## config.mk

```make
export PLATFORM = sky130hd
export DESIGN_NAME = prg_seen_map
export DESIGN_NICKNAME = d
export VERILOG_FILES = /design/src/rtl/prg_seen_map.sv
export SDC_FILE = /design/constraint.sdc
export NUM_CORES = 1
export LEC_CHECK = 0
export CORE_MARGIN = 1
export CORE_UTILIZATION = 48
export DETAILED_ROUTE_END_ITERATION = 6
export PLACE_DENSITY_LB_ADDON = 0.1
export SLEW_MARGIN = 25
export SYNTH_ARGS = -nofsm -noshare
export SYNTH_HDL_FRONTEND = slang
export SYNTH_SLANG_ARGS = --single-unit
```

## constraint.sdc

```tcl
create_clock -name clk -period 5.4 [get_ports clk]
set_input_delay 0.81 -clock clk [delete_from_list [all_inputs] [get_ports clk]]
set_output_delay 0.81 -clock clk [all_outputs]
set_load 0.005 [all_outputs]
```

## src/rtl/prg_seen_map.sv

```systemverilog
// prg_seen_map: 2^W flag register, sync clear/set, combinational single-flag read
module prg_seen_map #(
  parameter int W = 8
) (
  input  logic         clk,
  input  logic         rst,
  input  logic         clr,
  input  logic         set_en,
  input  logic [W-1:0] set_idx,
  input  logic [W-1:0] rd_idx,
  output logic         hit
);
  logic [2**W-1:0] map_q, map_d;
  // set is applied after clear so a same-cycle clr+set leaves the indexed flag set
  always_comb begin
    map_d = clr ? '0 : map_q;
    if (set_en) map_d[set_idx] = 1'b1;
  end
  always_ff @(posedge clk) map_q <= rst ? '0 : map_d;
  assign hit = map_q[rd_idx];
endmodule

```

==> results of run 1 <==
power groups by stage:
| stage | sequential [mW] | clock, mW | combinational, mW |
|---|---|---|---|
| floorplan | 1.93 | 0 | 0.155 |
| detailed placement | 1.93 | 0 | 0.236 |
| finish | 1.89 | 1.98 | 0.238 |
| global route | 1.89 | 2.07 | 0.253 |
| CTS | 1.89 | 2.01 | 0.236 |
| global placement | 1.93 | 0 | 0.235 |
area by class of cell:
| cell class | instances | area [um^2] |
|---|---|---|
| Fill cell | 2268 | 11000 |
| Multi-Input combinational cell | 1024 | 6260 |
| Sequential cell | 256 | 5120 |
| Clock buffer | 47 | 883 |
| Timing Repair Buffer | 58 | 510 |
| Tap cell | 324 | 405 |
| Clock inverter | 4 | 72.6 |
| Inverter | 2 | 7.51 |
final timing paths:
| path | endpoint | from | slack, ns | depth (start not counted) |
|---|---|---|---|---|
| max reg2reg | map_q[179]$_SDFF_PP0_ | map_q[179]$_SDFF_PP0_ | 4.58 | 3 |
| min | map_q[12]$_SDFF_PP0_ | map_q[12]$_SDFF_PP0_ | 0.59 | 3 |
| max | hit | rd_idx[3] | 0.74 | 9 |
| min reg2reg | map_q[12]$_SDFF_PP0_ | map_q[12]$_SDFF_PP0_ | 0.59 | 3 |
per-stage QoR:
| stage | setup WS, ns | area, um^2 |
|---|---|---|
| 3_3_place_gp | 0.863 | 12300 |
| 5_1_grt | 0.599 | 13300 |
| 2_1_floorplan | 1.81 | 11800 |
| 3_5_place_dp | 0.767 | 12300 |
| 6_report | 0.738 | 13300 |
| 4_1_cts | 0.761 | 13300 |
cells in the final DEF, fill, tap and decap left out, drive strengths merged, types with 3 or more instances in the layout:
cell type,instances
a21oi,258
a221oi,7
and2,10
buf,41
clkbuf,48
clkdlybuf4s50,16
dfxtp,256
mux2,8
mux2i,60
mux4,33
nand2,11
nand2b,8
nand3b,3
nor2,290
nor2b,260
nor3,12
nor4,3
o21ai,8
o22ai,17
kinds of logic after synthesis:
| family | synth area share (%) |
|---|---|
| muxes | 12.3 |
| buffers and inverters | 4.17 |
| and+or+nand+nor | 25.9 |
| AOI/OAI and AO/OA | 14.4 |
| DFF | 43.3 |
tightest hold or removal path, stage by stage (launching register included):
cell and delay (ns):
dfxtp_1 0.32, nor2b_1 0.13, a21oi_1 0.05, nor2_1 0.07
metal layers:
| metal | share of wire (%) | vias to the layer above | global-route usage, % |
|---|---|---|---|
| met1 | 47 | 4665 | 38.6 |
| met4 | 2.4 | 0 | 7.69 |
| met3 | 5.8 | 58 | 4.30 |
| li1 | - | 4678 | - |
| met5 | 0 | - | 0 |
| met2 | 45 | 236 | 42.0 |
==> results by group, run 1 <==
Clock network
  • CTS root buf: clkbuf_16
  • Clock Latency Late Sink: ~0.54 ns
  • Clk sinks: between 200 and 300
  • Post-CTS Resized: 0
  • CTS tree: yes
  • H-tree level count: 1
  • Postcts setup bufs: 0
  • Longest Clk Path Bufs: 3
  • Clock-pin slew on the worst setup and hold paths: ~0.050 ns
  • Hold buffers post-CTS: 0
  • Num CTS Buffers: 29

Logic synthesis
  • Top_reg_cell synth: dfxtp_1
  • #FFs+latches synth: approximately 260
  • Top-area cell type share of the netlist area: roughly 43%
  • Number of synthesized flops with an enable pin: 0
  • Top post-synthesis cells by count: 290 x nor2_1, 260 x nor2b_1, 258 x a21oi_1
  • Syn_nets: around 1,400
  • Top cell type by total area after synthesis: dfxtp_1
  • Post-synthesis sequential area ratio: a little over two fifths
  • YS warnings: 0
  • Mapped Avg Cell Area: 8.47 um^2
  • Most common cell in the netlist: nor2_1
  • Async SR Flop Fraction: 0%
  • Synthesized area: 0.0118 mm^2
  • Syn Inst Count: 1,398
  • Netlist cell types: between 50 and 60
  • Synth area leaders: dfxtp_1 43%, nor2b_1 14%, a21oi_1 11%

Floorplan
  • Die X: between 150 and 200 um
  • Initial core utilization: roughly half
  • Die Y: 159 um
  • # IOs: 21
  • Rows: 57
  • Area of the core: 0.0242 mm^2
  • Die ar.: between 0.02 and 0.03 mm^2

Cells and area
  • Area Overhead vs Synth: 12.0%
  • Layout cells sized above 1: 9.35%
  • Final Util: a little over half
  • Final std cells w/o fill: between 1,500 and 2,000
  • Post-layout net count: 1,391
  • Biggest registers after layout: map_q: 256 flops
  • Max FFs per register: 256
  • Biggest register: map_q
  • Antenna diodes: 0

Timing
  • Final Max Tran Viols: 0
  • Final setup viols: 0
  • Tmin final: 4.66 ns
  • Worst-Margin Slew: approximately 1.1 ns
  • Rel. slew slack: about a quarter
  • Worst setup skew after layout: 0 ns
  • Fmax: roughly 210 MHz
  • Setup_tns: 0 ns
  • Endpoints failing hold: 0
  • Period utilization: between 80% and 90%
  • Unrepaired setup endpoints after global routing: no
  • Final hold slack: between 0.5 and 0.6 ns

Global route
  • GRT Residual Overflow: 0
  • Antenna violations before repair: 2
  • GRT Total Usage: 27.0%
  • Largest net degree at the start of global routing: ~160
  • First-pass GRT wire length: ~53,000 um
  • Vias in the first global route: ~9,000

Setup path
  • Top Family by Delay on Critical Path: buffers and inverters
  • Setup CP Type: in -> out
  • Crit path required time: roughly 4.6 ns
  • Worst setup EP type: primary output
  • Most common cell on crit path: clkdlybuf4s50_1
  • Largest stage delay on the critical path: 0.83 ns
  • CP arrival: between 3 and 4 ns
  • Critical Path Start Type: input pin
  • Buf/Inv on CP: 3
  • Critical Path, Cell by Cell: clkdlybuf4s50_1 > buf_4 > and2_1 > a221oi_1 > o21a_1 > o2111ai_1 > o31ai_1 > o41a_1 > clkdlybuf4s50_1
  • CP max FO: 14
  • Slowest CP cell: clkdlybuf4s50_1

Power
  • Final Total Pwr: 4.11 mW
  • PwrDens: between 300 and 400 mW/mm^2
  • Portion of total power attributed to sequential cells: between 40% and 50%
  • Switching Share: between 20% and 30%
  • Combinational share of power: 5.8%
  • Maximum vdd ir drop: about 220 uV
  • Net Sw Power: about 950 uW
  • Clock power share: about half
  • P_int: 3.16 mW
  • Static Leak: a little under 5 nW

Routing
  • Drt first pass iters: 5
  • WL/cell: about 20 um
  • Total number of vias: approximately 9,600
  • Via density: ~5.6
  • Detailed Route WL: 34,400 um
  • DRC viols: 0
  • 1st-iter DRT viols: around 830
  • Number of nets with antenna violations after routing: 0

Place
  • Gpl congestion: around 0.92
  • DP HPWL: a little over 20,000 um
  • Placed cell count: 1,664
  • # port buffers: 20

Job
  • Max-Cap Viols: 0

Outcome
  • Outcome: completed

Hold path
  • HP Class: reg -> reg
(Power assumes the default switching activity.)
==> run 2: changes to the inputs <==
--- a/config.mk
+++ b/config.mk
@@ -5,7 +5,6 @@
 export SDC_FILE = /design/constraint.sdc
 export NUM_CORES = 1
 export LEC_CHECK = 0
-export CORE_MARGIN = 1
 export CORE_UTILIZATION = 48
 export DETAILED_ROUTE_END_ITERATION = 6
 export PLACE_DENSITY_LB_ADDON = 0.1
==> results of run 2 <==
Final layout, timing and power as in run 1 (identical DEF).
==> run 3: changes to the inputs <==
--- a/config.mk
+++ b/config.mk
@@ -5,10 +5,12 @@
 export SDC_FILE = /design/constraint.sdc
 export NUM_CORES = 1
 export LEC_CHECK = 0
+export CELL_PAD_IN_SITES_DETAIL_PLACEMENT = 1
+export CELL_PAD_IN_SITES_GLOBAL_PLACEMENT = 1
+export CORE_MARGIN = 2
 export CORE_UTILIZATION = 48
 export DETAILED_ROUTE_END_ITERATION = 6
 export PLACE_DENSITY_LB_ADDON = 0.1
-export SLEW_MARGIN = 25
 export SYNTH_ARGS = -nofsm -noshare
 export SYNTH_HDL_FRONTEND = slang
 export SYNTH_SLANG_ARGS = --single-unit
==> run 3 against run 2 <==
Against the previous run: via count grew 2.6%; utilization is 0.57 points higher; cell count is essentially flat; highest routed layer unchanged; sequential share of layout area fell by 0.40 points; critical path depth decreased by 1; worst hold slack got worse by 0.0046 ns.
==> results by group, run 3 (synthesized netlist as in run 1, its figures left out) <==
Clock network
  • CTS root buf: clkbuf_16
  • Longest Clk Path Bufs: 3 (unchanged)
  • Clock Latency Late Sink: 0.57 ns (+0.03 ns)
  • Post-CTS Resized: 0 (unchanged)
  • Clock-pin slew on the worst setup and hold paths: 0.05 ns (about the same)
  • CTS tree: yes
  • Hold buffers post-CTS: 0 (unchanged)
  • Num CTS Buffers: 29 (unchanged)
  • Clk sinks: 256 (unchanged)
  • H-tree level count: 1 (unchanged)
  • Postcts setup bufs: 0 (unchanged)

Global route
  • Largest net degree at the start of global routing: 148 (-5.1%)
  • Vias in the first global route: 10,400 (+15%)
  • Antenna violations before repair: 0 (-2)
  • First-pass GRT wire length: 58,800 um (+10%)
  • GRT Total Usage: 28.6% (+1.7 points)
  • GRT Residual Overflow: 0 (unchanged)

Power
  • Portion of total power attributed to sequential cells: 43.3% (-2.8 points)
  • Net Sw Power: 1.03 mW (+8.4%)
  • Maximum vdd ir drop: 253 uV (+14%)
  • Static Leak: 5.02 nW (+1.4%)
  • Final Total Pwr: 4.37 mW (+6.5%)
  • P_int: 3.34 mW (+5.9%)
  • Clock power share: 51.2% (+3.1 points)
  • Combinational share of power: 5.5% (-0.3 points)
  • PwrDens: 326 mW/mm^2 (+5.4%)
  • Switching Share: 23.5% (+0.43 points)

Place
  • # port buffers: 20 (unchanged)
  • DP HPWL: 22,500 um (+9.3%)
  • Gpl congestion: 0.835 (-9.0%)

Routing
  • WL/cell: 21.6 um (+7.8%)
  • 1st-iter DRT viols: 779 (-5.9%)
  • Total number of vias: 9,884 (+2.6%)
  • DRC viols: 0 (unchanged)
  • Via density: 5.76 (+2.5%)
  • Number of nets with antenna violations after routing: 0 (unchanged)
  • Detailed Route WL: 37,100 um (+7.8%)
  • Drt first pass iters: 7 (+2)

Floorplan
  • Area of the core: 0.0242 mm^2 (unchanged)
  • Die X: 161 um (+1.3%)
  • Initial core utilization: 48.8% (unchanged)
  • # IOs: 21 (unchanged)
  • Rows: 57 (unchanged)
  • Die ar.: 0.0259 mm^2 (+2.5%)
  • Die Y: 161 um (+1.3%)

Setup path
  • Setup CP Type: in -> out
  • FF-to-FF Start: map_q[42]$_SDFF_PP0_
  • Worst R2R Setup Slack: 4.56 ns (-0.02 ns)
  • Critical Path Start Type: input pin
  • Worst Reg2Reg Path Length in Cells: 3 (unchanged)
  • Crit path required time: 4.59 ns (about the same)
  • CP max FO: 18 (+4)
  • Reg2reg end: map_q[42]$_SDFF_PP0_
  • Worst setup EP type: primary output
  • CP arrival: 3.98 ns (+0.13 ns)

Timing
  • Final setup viols: 0 (unchanged)
  • Tmin final: 4.79 ns (+0.128 ns)
  • Period utilization: 88.7% (+2.4 points)
  • Fmax: 209 MHz (-2.7%)
  • Final Max Tran Viols: 0 (unchanged)
  • Unrepaired setup endpoints after global routing: no
  • Worst-Margin Slew: 1.28 ns (+0.146 ns)
  • Setup_tns: 0 ns (unchanged)
  • Rel. slew slack: 14.8% (-9.8 points)
  • Endpoints failing hold: 0 (unchanged)
  • Worst setup skew after layout: 0 ns (unchanged)

Cells and area
  • Biggest registers after layout: map_q: 256 flops
  • Area Overhead vs Synth: 13.2%
  • Post-layout net count: 1,389 (-0.14%)
  • Layout cells sized above 1: 9.77% (+0.42 points)
  • Biggest register: map_q
  • Most frequent cells in the layout: 288 x nor2_1, 260 x nor2b_1, 258 x a21oi_1
  • Max FFs per register: 256 (unchanged)
  • Antenna diodes: 0 (unchanged)
  • Commonest non-fill, non-tap cell in the layout: nor2_1

Hold path
  • HP Class: reg -> reg
  • WHS Endpoint: map_q[219]$_SDFF_PP0_
  • Hold path startpoint: map_q[219]$_SDFF_PP0_
  • WHS Path Cells: 3 (unchanged)

Outcome
  • Outcome: completed

Job
  • Max-Cap Viols: 0 (unchanged)
-- run 3: stage by stage --
step / setup slack [ns] / utilization, % / instance area (um^2) / instances / hold slack (ns)
final: 0.610 / 55.3 / 13400 / 1716 / 0.584
after floorplan: 1.81 / - / 11800 / 1398 / 0.543
after global routing: 0.363 / 55.3 / 13400 / 1716 / 0.625
after detailed placement: 0.703 / 50.8 / 12300 / 1662 / 0.577
after global placement: 0.804 / 50.8 / 12300 / 1662 / 0.560
after CTS: 0.667 / 55.3 / 13400 / 1716 / 0.593
-- run 3: power groups by stage --
stage                     Clock [mW]  Sequential (mW)  Combinational, mW
after floorplan                    0             1.93              0.155
after global placement             0             1.93              0.237
after detailed placement           0             1.93              0.241
after CTS                       2.26             1.89              0.241
after global routing            2.34             1.89              0.258
final                           2.24             1.89              0.242
-- run 3: how the worst max path moves through the flow --
| stage | from | to | slack (ns) | cells past startpoint |
|---|---|---|---|---|
| floorplan | rd_idx[0] | hit | 1.81 | 8 |
| global placement | rd_idx[3] | hit | 0.80 | 8 |
| detailed placement | rd_idx[3] | hit | 0.70 | 8 |
| CTS | rd_idx[3] | hit | 0.67 | 8 |
| global route | rd_idx[3] | hit | 0.36 | 8 |
| finish | rd_idx[3] | hit | 0.61 | 8 |
-- run 3: area by class of cell --
type	count	area (um^2)
Fill cell	2815	10800
Multi-Input combinational cell	1024	6270
Sequential cell	256	5120
Clock buffer	41	851
Timing Repair Buffer	56	508
Tap cell	324	405
Clock inverter	13	234
Inverter	2	7.51
-- run 3: per-layer routing --
| metal | part of all wire [%] | global-route usage, % | wire length [um] |
|---|---|---|---|
| met1 | 46 | 39.8 | 17000 |
| met2 | 47 | 47.6 | 17600 |
| met3 | 4.8 | 3.60 | 1800 |
| met4 | 2.2 | 7.22 | 800 |
| met5 | 0 | 0 | 0 |
-- run 3: worst max-delay path: stages --
cell	delay (ns)
clkdlybuf4s50_1	0.84
nand3b_1	0.46
o22ai_1	0.14
or3_1	0.43
o2111ai_1	0.22
o31ai_1	0.12
o41a_1	0.47
clkdlybuf4s50_1	0.48
